## src/rtl/comparador_serial.sv

```systemverilog
// comparador_serial
//   Bit-serial equality/inequality comparator. On an accepted start it latches
//   two WIDTH-bit operands and a mode key, then examines one bit per clock,
//   LSB first, stopping at the first mismatching bit. The selected relation is
//   reported with a one-cycle done pulse.
//
// Ports
//   clk       : rising-edge clock
//   rst_n     : synchronous active-low reset
//   start     : request, sampled only in IDLE or DONE
//   a, b      : operands, latched when start is accepted
//   chave     : mode key, 0 = equality (a==b), 1 = inequality (a!=b)
//   busy      : high while comparing
//   done      : one-cycle pulse when the result is ready
//   resultado : relation result, held until the next result or reset
//   ciclos    : bits examined by the last operation, held with resultado
module comparador_serial #(
    parameter int WIDTH = 6,
    parameter int CW    = $clog2(WIDTH + 1)
) (
    input  logic             clk,
    input  logic             rst_n,
    input  logic             start,
    input  logic [WIDTH-1:0] a,
    input  logic [WIDTH-1:0] b,
    input  logic             chave,
    output logic             busy,
    output logic             done,
    output logic             resultado,
    output logic [CW-1:0]    ciclos
);

    // Index only needs to reach WIDTH-1.
    localparam int IW = $clog2(WIDTH);

    typedef enum logic [1:0] {
        S_IDLE    = 2'd0,
        S_COMPARE = 2'd1,
        S_DONE    = 2'd2
    } state_t;

    state_t           state_q,     state_d;
    logic [WIDTH-1:0] a_q,         a_d;
    logic [WIDTH-1:0] b_q,         b_d;
    logic             k_q,         k_d;
    logic [IW-1:0]    idx_q,       idx_d;
    logic             busy_q,      busy_d;
    logic             done_q,      done_d;
    logic             resultado_q, resultado_d;
    logic [CW-1:0]    ciclos_q,    ciclos_d;

    logic             bit_diff;
    logic             last_bit;

    always_comb begin
        state_d     = state_q;
        a_d         = a_q;
        b_d         = b_q;
        k_d         = k_q;
        idx_d       = idx_q;
        resultado_d = resultado_q;
        ciclos_d    = ciclos_q;

        bit_diff = a_q[idx_q] ^ b_q[idx_q];
        last_bit = (idx_q == IW'(WIDTH - 1));

        case (state_q)
            // DONE accepts start exactly like IDLE, giving back-to-back operation.
            S_IDLE, S_DONE: begin
                state_d = S_IDLE;
                if (start) begin
                    a_d     = a;
                    b_d     = b;
                    k_d     = chave;
                    idx_d   = '0;
                    state_d = S_COMPARE;
                end
            end
            S_COMPARE: begin
                if (bit_diff) begin
                    // Operands differ: inequality holds, equality fails.
                    state_d     = S_DONE;
                    ciclos_d    = CW'(idx_q) + CW'(1);
                    resultado_d = k_q;
                end else if (last_bit) begin
                    // All bits matched: equality holds, inequality fails.
                    state_d     = S_DONE;
                    ciclos_d    = CW'(WIDTH);
                    resultado_d = ~k_q;
                end else begin
                    idx_d = idx_q + IW'(1);
                end
            end
            default: state_d = S_IDLE;
        endcase

        // Status flags are registered copies of the next-state decode.
        busy_d = (state_d == S_COMPARE);
        done_d = (state_d == S_DONE);
    end

    always_ff @(posedge clk) begin
        if (!rst_n) begin
            state_q     <= S_IDLE;
            a_q         <= '0;
            b_q         <= '0;
            k_q         <= 1'b0;
            idx_q       <= '0;
            busy_q      <= 1'b0;
            done_q      <= 1'b0;
            resultado_q <= 1'b0;
            ciclos_q    <= '0;
        end else begin
            state_q     <= state_d;
            a_q         <= a_d;
            b_q         <= b_d;
            k_q         <= k_d;
            idx_q       <= idx_d;
            busy_q      <= busy_d;
            done_q      <= done_d;
            resultado_q <= resultado_d;
            ciclos_q    <= ciclos_d;
        end
    end

    assign busy      = busy_q;
    assign done      = done_q;
    assign resultado = resultado_q;
    assign ciclos    = ciclos_q;

endmodule

```

## config.mk

```make
export PLATFORM = sky130hd
export DESIGN_NAME = comparador_serial
export DESIGN_NICKNAME = d
export VERILOG_FILES = /design/src/rtl/comparador_serial.sv
export SDC_FILE = /design/constraint.sdc
export NUM_CORES = 1
export LEC_CHECK = 0
export ABC_AREA = 0
export BUFFER_PORTS_ARGS = -buffer_cell sky130_fd_sc_hd__clkbuf_2
export CORE_ASPECT_RATIO = 1.5
export CORE_MARGIN = 2
export CORE_UTILIZATION = 50
export CTS_BUF_LIST = sky130_fd_sc_hd__clkbuf_16
export CTS_CLUSTER_SIZE = 40
export DETAILED_ROUTE_END_ITERATION = 6
export HOLD_SLACK_MARGIN = 0.06
export PLACE_DENSITY = 0.83
export SYNTH_ARGS = -nofsm -noshare
export SYNTH_HDL_FRONTEND = slang
export SYNTH_SLANG_ARGS = --single-unit
```

## constraint.sdc

```tcl
create_clock -name clk -period 2.14 [get_ports clk]
set_clock_uncertainty 0.2 [all_clocks]
set_input_delay 0.214 -clock clk [delete_from_list [all_inputs] [get_ports clk]]
set_output_delay 0.214 -clock clk [all_outputs]
set_load 0.05 [all_outputs]
```

==> reports/results.ini, run 1 <==
[status]
run_status = finished clean

[floorplan]
dieWidth_um = 42.5
dieArea_um2 = 2630
num_io_pins = 22
initial_core_util_pct = 53.6
fp.dieH_um = 61.8
rows = 20
core-area_um2 = 2080

[routing]
drc = 0
wl_per_cell_um = 13.0
vias_per_cell = 5.30
drtIter0Drc = 15
drt-total-wl_um = 2390
via_count = 976
drt_first_pass_iters = 4
antenna_left = 0

[synthesis]
synth_xor_area_share_pct = 4.72
async_reset_ff_share_pct = 0
synth_top_family_by_area = simple AND/OR/NAND/NOR gates
netlist.area_leader.share_pct = 43.1
synthesis.area_um2 = 1110
yosys_register_bits = 24
yosysTopAreaCell = dfxtp_1
syn_nets = 147
syn-mean-instance-area_um2 = 8.63
synth.most_common_cell = nand2_1
ys_top_cells_by_count = 37 x nand2_1, 24 x dfxtp_1, 13 x a21boi_0
synthAdderAreaFrac_pct = 2.25
synth-simple-area-share_pct = 22.8
ys_seq_area_share_pct = 43.1
yosysWarnings = 0
synth.area.mux_share_pct = 2.02
synthTopCellsByArea = dfxtp_1 43%, nand2_1 12%, a21boi_0 8.8%, xnor2_1 3.1%, a221oi_4 2.4%
syn_inst = 129
synth_edf_count = 0
synth_ff_type = dfxtp_1
yosysUniqueCellTypes = 30
synth_compound_area_share_pct = 21.7

[timing]
fmax_ghz = 0.518
tightest_slew_ns = 0.465
slew_viol_final = 0
layout_min_cycle_time_ns = 1.93
max_slew_margin_pct = 69.0
period_share_pct = 90.3
tns_ns = 0
rsz0062_at_grt = no
fin_hold_ws_ns = 0.255
hold_violations = 0
setup_violations = 0

[critical_path]
timing.rr.start = idx_q[1]
worstPathArrival_ns = 1.91
r2r_setup_slack_ns = 0.21
required_ns = 2.12
regToRegEndpoint = idx_q[1]
cp_num_buf_inv = 0
cp_slowest_cell = dfxtp_1
critPathKind = flip-flop to flip-flop
r2r_cells = 5
cp_max_fo = 6
crit_chain = and2b_1 > a22oi_2 > nand2_1 > o32a_1 > o22ai_1
cpLargestDelayFamily = compound AO/OA/AOI/OAI gates
start_kind = flip-flop
cp-end-kind = flip-flop
slowest_delay_ns = 0.40

[hold_path]
whs_path_depth = 2
hold-path-endpoint = ciclos[0]
hold_start = ciclos[0]
hold_class = flip-flop to flip-flop

[pwr]
peakVddDrop_mv = 0.616
power_frac_seq_pct = 44.1
p_int_w = 0.000824
power_density_nw_per_um2 = 789
power_switching_w = 0.000315
p_leak_nw = 0.586
clkPwrFrac_pct = 36.0
comb_power_share_pct = 19.8
netSwitchingFraction_pct = 27.7

[clocking]
postCtsSetupBuffers = 0
ctsHoldBuffers = 13
cts_made_buffers = 3
clockRootBuffer = clkbuf_16
clock_path_buffers = 2
cts.repair.resized = 0
clk_pin_slew_worst_paths_ns = 0.06
clock_sinks = 24
htree_num_levels = 1
clk_latency_ns = 0.26
cts_tree = done

[global_routing]
grtUsageTotal_pct = 22.0
grt_max_degree = 28
gr-total-overflow = 0
grt_pass1_vias = 1013
antenna_found_initial = 0
grt_pass1_wl_um = 4230

[finish]
final_nets = 181
fin_area_um2 = 1440
multi_input_area_um2 = 596
n_fill_cell = 154
area_growth_pct = 29.7
register_area_um2 = 480
antenna_cells = 0
drive_above_1_share_pct = 19.8

[placement]
gp_congestion = 0.803
numPortBuffers = 21
dp_hpwl_um = 1590
placement.cell_area_um2 = 1230

[job]
drv_cap = 0

tightest hold or removal path, cell delays in order, from the launching register on:
cell and delay, ns:
dfxtp_1 0.31, nand2_1 0.05, o21ai_0 0.06
routing by layer:
metal / GRT usage (%) / vias to the layer above / part of all wire [%] / routed length (um)
met3: 2.60 / 9 / 2.1 / 51
met4: 13.8 / 0 / 3.2 / 77
li1: - / 498 / - / -
met1: 21.3 / 450 / 39 / 939
met2: 44.0 / 19 / 55 / 1320
met5: 0 / - / 0 / 0
per-stage QoR:
| stage | util, % | setup WS, ns | cells | total power [W] |
|---|---|---|---|---|
| 2_1_floorplan | - | 0.365 | 129 | 0.000665 |
| 3_3_place_gp | 59.5 | 0.315 | 167 | 0.000711 |
| 3_5_place_dp | 59.5 | 0.232 | 167 | 0.000719 |
| 4_1_cts | 69.5 | 0.193 | 184 | 0.00115 |
| 5_1_grt | 69.5 | 0.104 | 184 | 0.00119 |
| 6_report | 69.5 | 0.208 | 184 | 0.00114 |
logic make-up after synthesis:
logic type               after synthesis
AO/OA/AOI/OAI                         30
XOR/XNOR                               6
adder cells (fa/ha/maj)                2
buffers and inverters                 10
flip-flops                            24
multiplexers                           1
AND/OR/NAND/NOR                       56
flip-flops by register name, summed over array words and instances (netlist names):
signal,flops
idx_q,3
b_q,6
done,1
state_q,2
k_q,1
resultado,1
a_q,6
ciclos,3
busy,1
power by group through the flow:
| stage | clock network (W) | registers (W) | logic, W |
|---|---|---|---|
| after floorplan | 0 | 0.000541 | 0.000124 |
| after global placement | 0 | 0.000511 | 0.000200 |
| after detailed placement | 0 | 0.000512 | 0.000207 |
| after CTS | 0.000417 | 0.000503 | 0.000226 |
| after global routing | 0.000431 | 0.000507 | 0.000251 |
| final | 0.000411 | 0.000503 | 0.000226 |
worst max path at each step:
stage	end	slack (ns)	startpoint	depth (start not counted)
after global routing	idx_q[1]	0.10	idx_q[1]	5
after global placement	ciclos[0]	0.31	idx_q[1]	4
after detailed placement	busy	0.23	idx_q[1]	5
final	idx_q[1]	0.21	idx_q[1]	5
after floorplan	ciclos[0]	0.36	idx_q[1]	4
after CTS	idx_q[1]	0.19	idx_q[1]	5
final cells by class:
class	count	area share [%]
timing repair buffer	36	17.3
clock inverter	1	0.260
tap	22	1.91
sequential	24	33.3
inverter	3	0.780
multi-input combinational	95	41.2
clock buffer	3	5.20
layout by cell type (no fill, tap or decap), types with 2 or more instances in the layout:
master / count
and2_1: 4
clkbuf_2: 21
dlygate4sd3_1: 13
inv_1: 3
nand3_1: 2
ha_1: 2
xnor2_1: 4
o22ai_1: 2
a21boi_0: 13
clkbuf_16: 3
nand2b_1: 2
nor2b_1: 2
o21ai_0: 3
a21oi_1: 3
dfxtp_1: 24
nand2_1: 37
nor2_1: 3
a31oi_1: 2
xor2_1: 2
o2bb2ai_1: 2
buf_4: 2
(Power assumes the default switching activity.)
==> run 2, diff against run 1 <==
- ABC_AREA: 0 -> 1
==> run 2 against run 1 <==
Compared with the run above: first-iteration DRC count grew to 2.8 times the previous value; clock-buffer cell count stayed put; synthesized area is 2.2% higher; combinational power is 130% higher; critical path type unchanged.
==> reports/results.ini, run 2 <==
[critical_path]
worstPathArrival_ns = 1.89  ; -0.02 ns
cp-end-kind = flip-flop
critPathKind = flip-flop to flip-flop
required_ns = 2.12  ; about the same
start_kind = flip-flop
cp_max_fo = 10  ; +4

[timing]
hold_violations = 0  ; unchanged
setup_violations = 0  ; unchanged
layout_min_cycle_time_ns = 1.90  ; -0.0279 ns
slew_viol_final = 0  ; unchanged
max_slew_margin_pct = 72.8  ; +3.9 points
fin_hold_ws_ns = 0.0504  ; -0.204 ns
worst_slack_ns = 0.236  ; +0.0279 ns
tightest_slew_ns = 0.407  ; -0.0587 ns
rsz0062_at_grt = no
fmax_ghz = 0.525  ; +1.5%
tns_ns = 0  ; unchanged
period_share_pct = 89.0  ; -1.3 points

[clocking]
postCtsSetupBuffers = 0  ; unchanged
clock_path_buffers = 2  ; unchanged
clockRootBuffer = clkbuf_16
cts_made_buffers = 3  ; unchanged
clock_sinks = 24  ; unchanged
htree_num_levels = 1  ; unchanged
cts.repair.resized = 0  ; unchanged
clk_pin_slew_worst_paths_ns = 0.06  ; about the same
cts_tree = done
clk_latency_ns = 0.25  ; about the same
ctsHoldBuffers = 9  ; -4

[routing]
drtIter0Drc = 42  ; +27
via_count = 1101  ; +13%
drc = 0  ; unchanged
drt-total-wl_um = 2460  ; +3.1%
antenna_left = 0  ; unchanged
drt_first_pass_iters = 4  ; unchanged
vias_per_cell = 5.24  ; -1.2%
wl_per_cell_um = 11.7  ; -9.6%

[floorplan]
initial_core_util_pct = 51.6  ; -2.0 points
core-area_um2 = 2210  ; +6.3%
dieArea_um2 = 2680  ; +2.1%
dieWidth_um = 43.0  ; +1.0%
num_io_pins = 22  ; unchanged
rows = 21  ; +5.0%
fp.dieH_um = 62.4  ; +1.0%

[hold_path]
hold_class = input pin to flip-flop

[synthesis]
syn_nets = 176  ; +20%
syn_inst = 158  ; +22%
ys_top_cells_by_count = 29 x nand2_1, 24 x dfxtp_1, 22 x nor2_1
synth.most_common_cell = nand2_1
yosysUniqueCellTypes = 23  ; -23%
synthTopCellsByArea = dfxtp_1 42%, nand2_1 9.6%, nor2_1 7.3%, inv_1 6.9%, o21ai_0 6.2%
synthesis.area_um2 = 1140  ; +2.2%
syn-mean-instance-area_um2 = 7.21  ; -17%
netlist.area_leader.share_pct = 42.2  ; -0.95 points
yosysTopAreaCell = dfxtp_1
synth_edf_count = 0  ; unchanged
yosys_register_bits = 24  ; unchanged
async_reset_ff_share_pct = 0  ; unchanged
ys_seq_area_share_pct = 42.2  ; -0.95 points
yosysWarnings = 0  ; unchanged
synth_ff_type = dfxtp_1

[status]
run_status = finished clean

[placement]
dp_hpwl_um = 1790  ; +13%
pre_cts_ws_ns = 0.312  ; +0.0797 ns
numPortBuffers = 21  ; unchanged
gp_congestion = 0.858  ; +6.8%

[global_routing]
grt_pass1_vias = 1014  ; +0.099%
antenna_found_initial = 0  ; unchanged
grtUsageTotal_pct = 19.7  ; -2.3 points
grt_pass1_wl_um = 4120  ; -2.6%
gr-total-overflow = 0  ; unchanged
grt_max_degree = 23  ; -18%

[finish]
area_growth_pct = 24.3
drive_above_1_share_pct = 20.3  ; +0.57 points
mostFrequentLayoutCells = 29 x nand2_1, 24 x dfxtp_1, 22 x nor2_1
n_fill_cell = 184  ; +19%
top_regs = a_q (6), b_q (6)
final_nets = 207  ; +14%
final_common_cell = nand2_1
antenna_cells = 0  ; unchanged

[pwr]
p_leak_nw = 0.706  ; +20%
peakVddDrop_mv = 0.669  ; +8.5%
power_density_nw_per_um2 = 1040  ; +32%

[job]
drv_cap = 0  ; unchanged

-- run 2: cell types whose count changed after synthesis, sizes merged, moves of 3 or more --
cell and change:
nand3 +10, xnor2 -3, a21boi -13, and2 -4, a21oi +10, nand2 -3, o21ai +13, nor2 +20
o22ai -3, clkbuf -4, inv +21
-- run 2: cell families (layout without fill, tap and decap cells) --
group | count (synthesis) | after routing | synth area share (%)
buffers and inverters | 29 | 58 | 11.0
adders and majority gates | 2 | 2 | 2.20
AOI/OAI and AO/OA | 29 | 29 | 13.7
and+or+nand+nor | 73 | 73 | 30.1
xor gates and xnor gates | 1 | 1 | 0.769
DFF | 24 | 24 | 42.2
-- run 2: metrics by stage --
step | instance area (um2) | util (%) | cells | total power, W
floorplan | 1140 | - | 158 | 0.000971
global placement | 1250 | 56.6 | 198 | 0.00104
detailed placement | 1250 | 56.6 | 198 | 0.00107
CTS | 1420 | 64.1 | 210 | 0.00147
global route | 1420 | 64.1 | 210 | 0.00155
finish | 1420 | 64.1 | 210 | 0.00147
-- run 2: worst max-delay path, cell delays in order (launching register included) --
cell     delay [ns]
dfxtp_1        0.57
nand2_1        0.12
nand3_1        0.11
nand2_1        0.09
a21oi_1        0.18
nand2_2        0.11
nand3_1        0.16
nand3_1        0.14
o21ai_1        0.16
-- run 2: worst paths after layout --
check                start        end  slack, ns  cells after the start
setup / recovery  idx_q[0]  resultado       0.24                      8
hold / removal        a[0]     a_q[0]       0.05                      3
setup reg to reg  idx_q[0]  resultado       0.24                      8
hold reg to reg     b_q[3]     b_q[3]       0.26                      2
-- run 2: final cells by class --
type | count | area [um2] | share of cell area [%]
inverters | 24 | 95.1 | 6.72
clock buffers | 3 | 75.1 | 5.31
well taps | 23 | 28.8 | 2.03
multi-input cells | 105 | 533 | 37.7
flip-flops and latches | 24 | 480 | 34.0
repair buffers | 31 | 203 | 14.3
-- run 2: layer usage --
metal  vias up  global-route usage (%)  wire (um)
met2        36                    35.8       1370
li1        553                       -          -
met5         -                       0          0
met3        11                    3.47        100
met1       501                    21.0        911
met4         0                    9.47         78
-- run 2: report_power, final --
| group | internal (W) | switching [W] | total [W] |
|---|---|---|---|
| clock | 0.000247 | 0.000142 | 0.000389 |
| sequential | 0.000511 | 0.0000500 | 0.000561 |
| combinational | 0.000168 | 0.000354 | 0.000521 |
| total | 0.000925 | 0.000546 | 0.00147 |
==> run 3, diff against run 2 <==
--- a/config.mk
+++ b/config.mk
@@ -6,8 +6,6 @@
 export NUM_CORES = 1
 export LEC_CHECK = 0
-export ABC_AREA = 1
 export BUFFER_PORTS_ARGS = -buffer_cell sky130_fd_sc_hd__clkbuf_2
 export CORE_ASPECT_RATIO = 1.5
-export CORE_MARGIN = 2
 export CORE_UTILIZATION = 50
 export CTS_BUF_LIST = sky130_fd_sc_hd__clkbuf_16
==> constraint.sdc (replaced) <==
create_clock -name clk -period 2.14 [get_ports clk]
set_clock_uncertainty 0.2 [all_clocks]
set_input_delay 0.107 -clock clk [delete_from_list [all_inputs] [get_ports clk]]
set_output_delay 0.107 -clock clk [all_outputs]
set_load 0.05 [all_outputs]
==> run 3 against run 2 <==
Compared with the run above: maximum frequency is 2.7% lower; worst hold slack better by 0.13 ns; clock power increased by 37%; combinational power decreased by 56%.
==> reports/results.ini, run 3 (same netlist as run 1, synthesis figures left out) <==
[status]
run_status = finished clean

[pwr]
comb_power_share_pct = 18.2  ; -17 points
netSwitchingFraction_pct = 25.3  ; -12 points
clkPwrFrac_pct = 42.0  ; +16 points
power_w = 0.00127  ; -14%
power_frac_seq_pct = 39.7  ; +1.6 points
p_int_w = 0.000946  ; +2.2%
power_density_nw_per_um2 = 862  ; -17%
power_switching_w = 0.000321  ; -41%
p_leak_nw = 0.599  ; -15%
peakVddDrop_mv = 0.607  ; -9.2%

[floorplan]
num_io_pins = 22  ; unchanged
dieArea_um2 = 2420  ; -9.7%
rows = 20  ; -4.8%
initial_core_util_pct = 54.3  ; +2.7 points
fp.dieH_um = 59.8  ; -4.2%
dieWidth_um = 40.5  ; -5.7%
core-area_um2 = 2050  ; -7.0%

[routing]
vias_per_cell = 5.54  ; +5.7%
wl_per_cell_um = 13.8  ; +18%
drc = 0  ; unchanged
drt-total-wl_um = 2540  ; +3.0%
antenna_left = 0  ; unchanged
drtIter0Drc = 30  ; -29%
via_count = 1020  ; -7.4%
drt_first_pass_iters = 4  ; unchanged

[global_routing]
grtUsageTotal_pct = 24.9  ; +5.2 points
grt_pass1_vias = 990  ; -2.4%
antenna_found_initial = 0  ; unchanged
gr-total-overflow = 0  ; unchanged
grt_max_degree = 28  ; +22%
grt_pass1_wl_um = 3990  ; -3.2%

[timing]
period_share_pct = 91.5  ; +2.5 points
layout_min_cycle_time_ns = 1.96  ; +0.0530 ns
fmax_ghz = 0.511  ; -2.7%
setup_violations = 0  ; unchanged
rsz0062_at_grt = no
max_slew_margin_pct = 70.3  ; -2.5 points
tightest_slew_ns = 0.445  ; +0.0379 ns
slew_viol_final = 0  ; unchanged
hold_violations = 0  ; unchanged
tns_ns = 0  ; unchanged

[critical_path]
cp_slowest_cell = mux4_2
cp_max_fo = 5  ; -5
slowest_delay_ns = 0.60  ; +0.03 ns
required_ns = 2.09  ; -0.03 ns
cpLargestDelayFamily = multiplexers
cp-end-kind = flip-flop
worstPathArrival_ns = 1.91  ; +0.02 ns
critPathKind = flip-flop to flip-flop
cp_num_buf_inv = 1  ; +1
crit_chain = inv_1 > mux4_2 > o22ai_2 > nor2_1 > and2_1
start_kind = flip-flop

[clocking]
cts_made_buffers = 3  ; unchanged
clockRootBuffer = clkbuf_16
clock_sinks = 24  ; unchanged
clk_pin_slew_worst_paths_ns = 0.06  ; about the same
htree_num_levels = 1  ; unchanged
cts.repair.resized = 0  ; unchanged
clock_path_buffers = 2  ; unchanged
clk_latency_ns = 0.26  ; about the same
cts_tree = done

[finish]
n_fill_cell = 153  ; -17%
final_common_cell = nand2_1
drive_above_1_share_pct = 20.4  ; +0.050 points
top_regs = a_q (6), b_q (6)
antenna_cells = 0  ; unchanged
area_growth_pct = 32.0
mostFrequentLayoutCells = 37 x nand2_1, 24 x dfxtp_1, 21 x clkbuf_2
final_nets = 181  ; -13%

[placement]
gp_congestion = 0.818  ; -4.7%
dp_hpwl_um = 1570  ; -12%
numPortBuffers = 21  ; unchanged

[job]
drv_cap = 0  ; unchanged

[hold_path]
hold_class = input pin to flip-flop

==> run 3: cell count changes in the layout (fill, tap and decap cells not counted), moves of 4 or more <==
| cell | delta |
|---|---|
| nand3_1 | -10 |
| nor2_1 | -19 |
| nand2_1 | +8 |
| o21ai_0 | -11 |
| a21oi_1 | -10 |
| and2_1 | +4 |
| inv_1 | -18 |
| dlygate4sd3_1 | +4 |
| a21boi_0 | +13 |
==> run 3: worst register-to-register path, cell delays in order, from the launching register on <==
cell and delay [ns]:
dfxtp_1 0.34, inv_1 0.12, mux4_2 0.60, o22ai_2 0.27
nor2_1 0.13, and2_1 0.18
==> run 3: power groups by stage <==
stage,clock (W),sequential [W],combinational (W)
2_1_floorplan,0,0.000541,0.000124
3_3_place_gp,0,0.000511,0.000200
3_5_place_dp,0,0.000513,0.000207
4_1_cts,0.000538,0.000503,0.000229
5_1_grt,0.000550,0.000508,0.000252
6_report,0.000533,0.000503,0.000231
==> run 3: per-layer routing <==
layer,up-vias,wire length (um),track usage [%]
met4,0,126,18.6
met3,15,102,4.83
met5,-,0,0
li1,496,-,-
met2,40,1380,44.4
met1,469,928,22.4
==> run 3: what timing repair did <==
action,in CTS,in global routing
endpoints found under the setup margin,0,0
hold buffers,13,0
hold endpoints to repair,13,0
setup buffers,0,0
==> run 3: layout make-up <==
type | count | area [um2] | area share (%)
Sequential cell | 24 | 480 | 32.7
Clock inverter | 1 | 30.0 | 2.04
Inverter | 3 | 11.3 | 0.766
Multi-Input combinational cell | 95 | 596 | 40.5
Timing Repair Buffer | 36 | 250 | 17.0
Tap cell | 22 | 27.5 | 1.87
Clock buffer | 3 | 75.1 | 5.11
==> run 3: worst paths after layout <==
check | startpoint | end | slack [ns] | cells after the start
min reg2reg | ciclos[0] | ciclos[0] | 0.26 | 2
min | rst_n | ciclos[1] | 0.18 | 2
max reg2reg | idx_q[1] | state_q[0] | 0.18 | 5
max | idx_q[1] | state_q[0] | 0.18 | 5
==> run 3: metrics by stage <==
| stage | util (%) | instance area (um2) | setup WS (ns) | std cells | hold WS (ns) |
|---|---|---|---|---|---|
| 2_1_floorplan | - | 1110 | 0.365 | 129 | 0.0519 |
| 4_1_cts | 71.6 | 1470 | 0.201 | 184 | 0.179 |
| 5_1_grt | 71.6 | 1470 | 0.0967 | 184 | 0.220 |
| 6_report | 71.6 | 1470 | 0.183 | 184 | 0.177 |
| 3_3_place_gp | 60.2 | 1230 | 0.316 | 167 | 0.141 |
| 3_5_place_dp | 60.2 | 1230 | 0.235 | 167 | 0.151 |
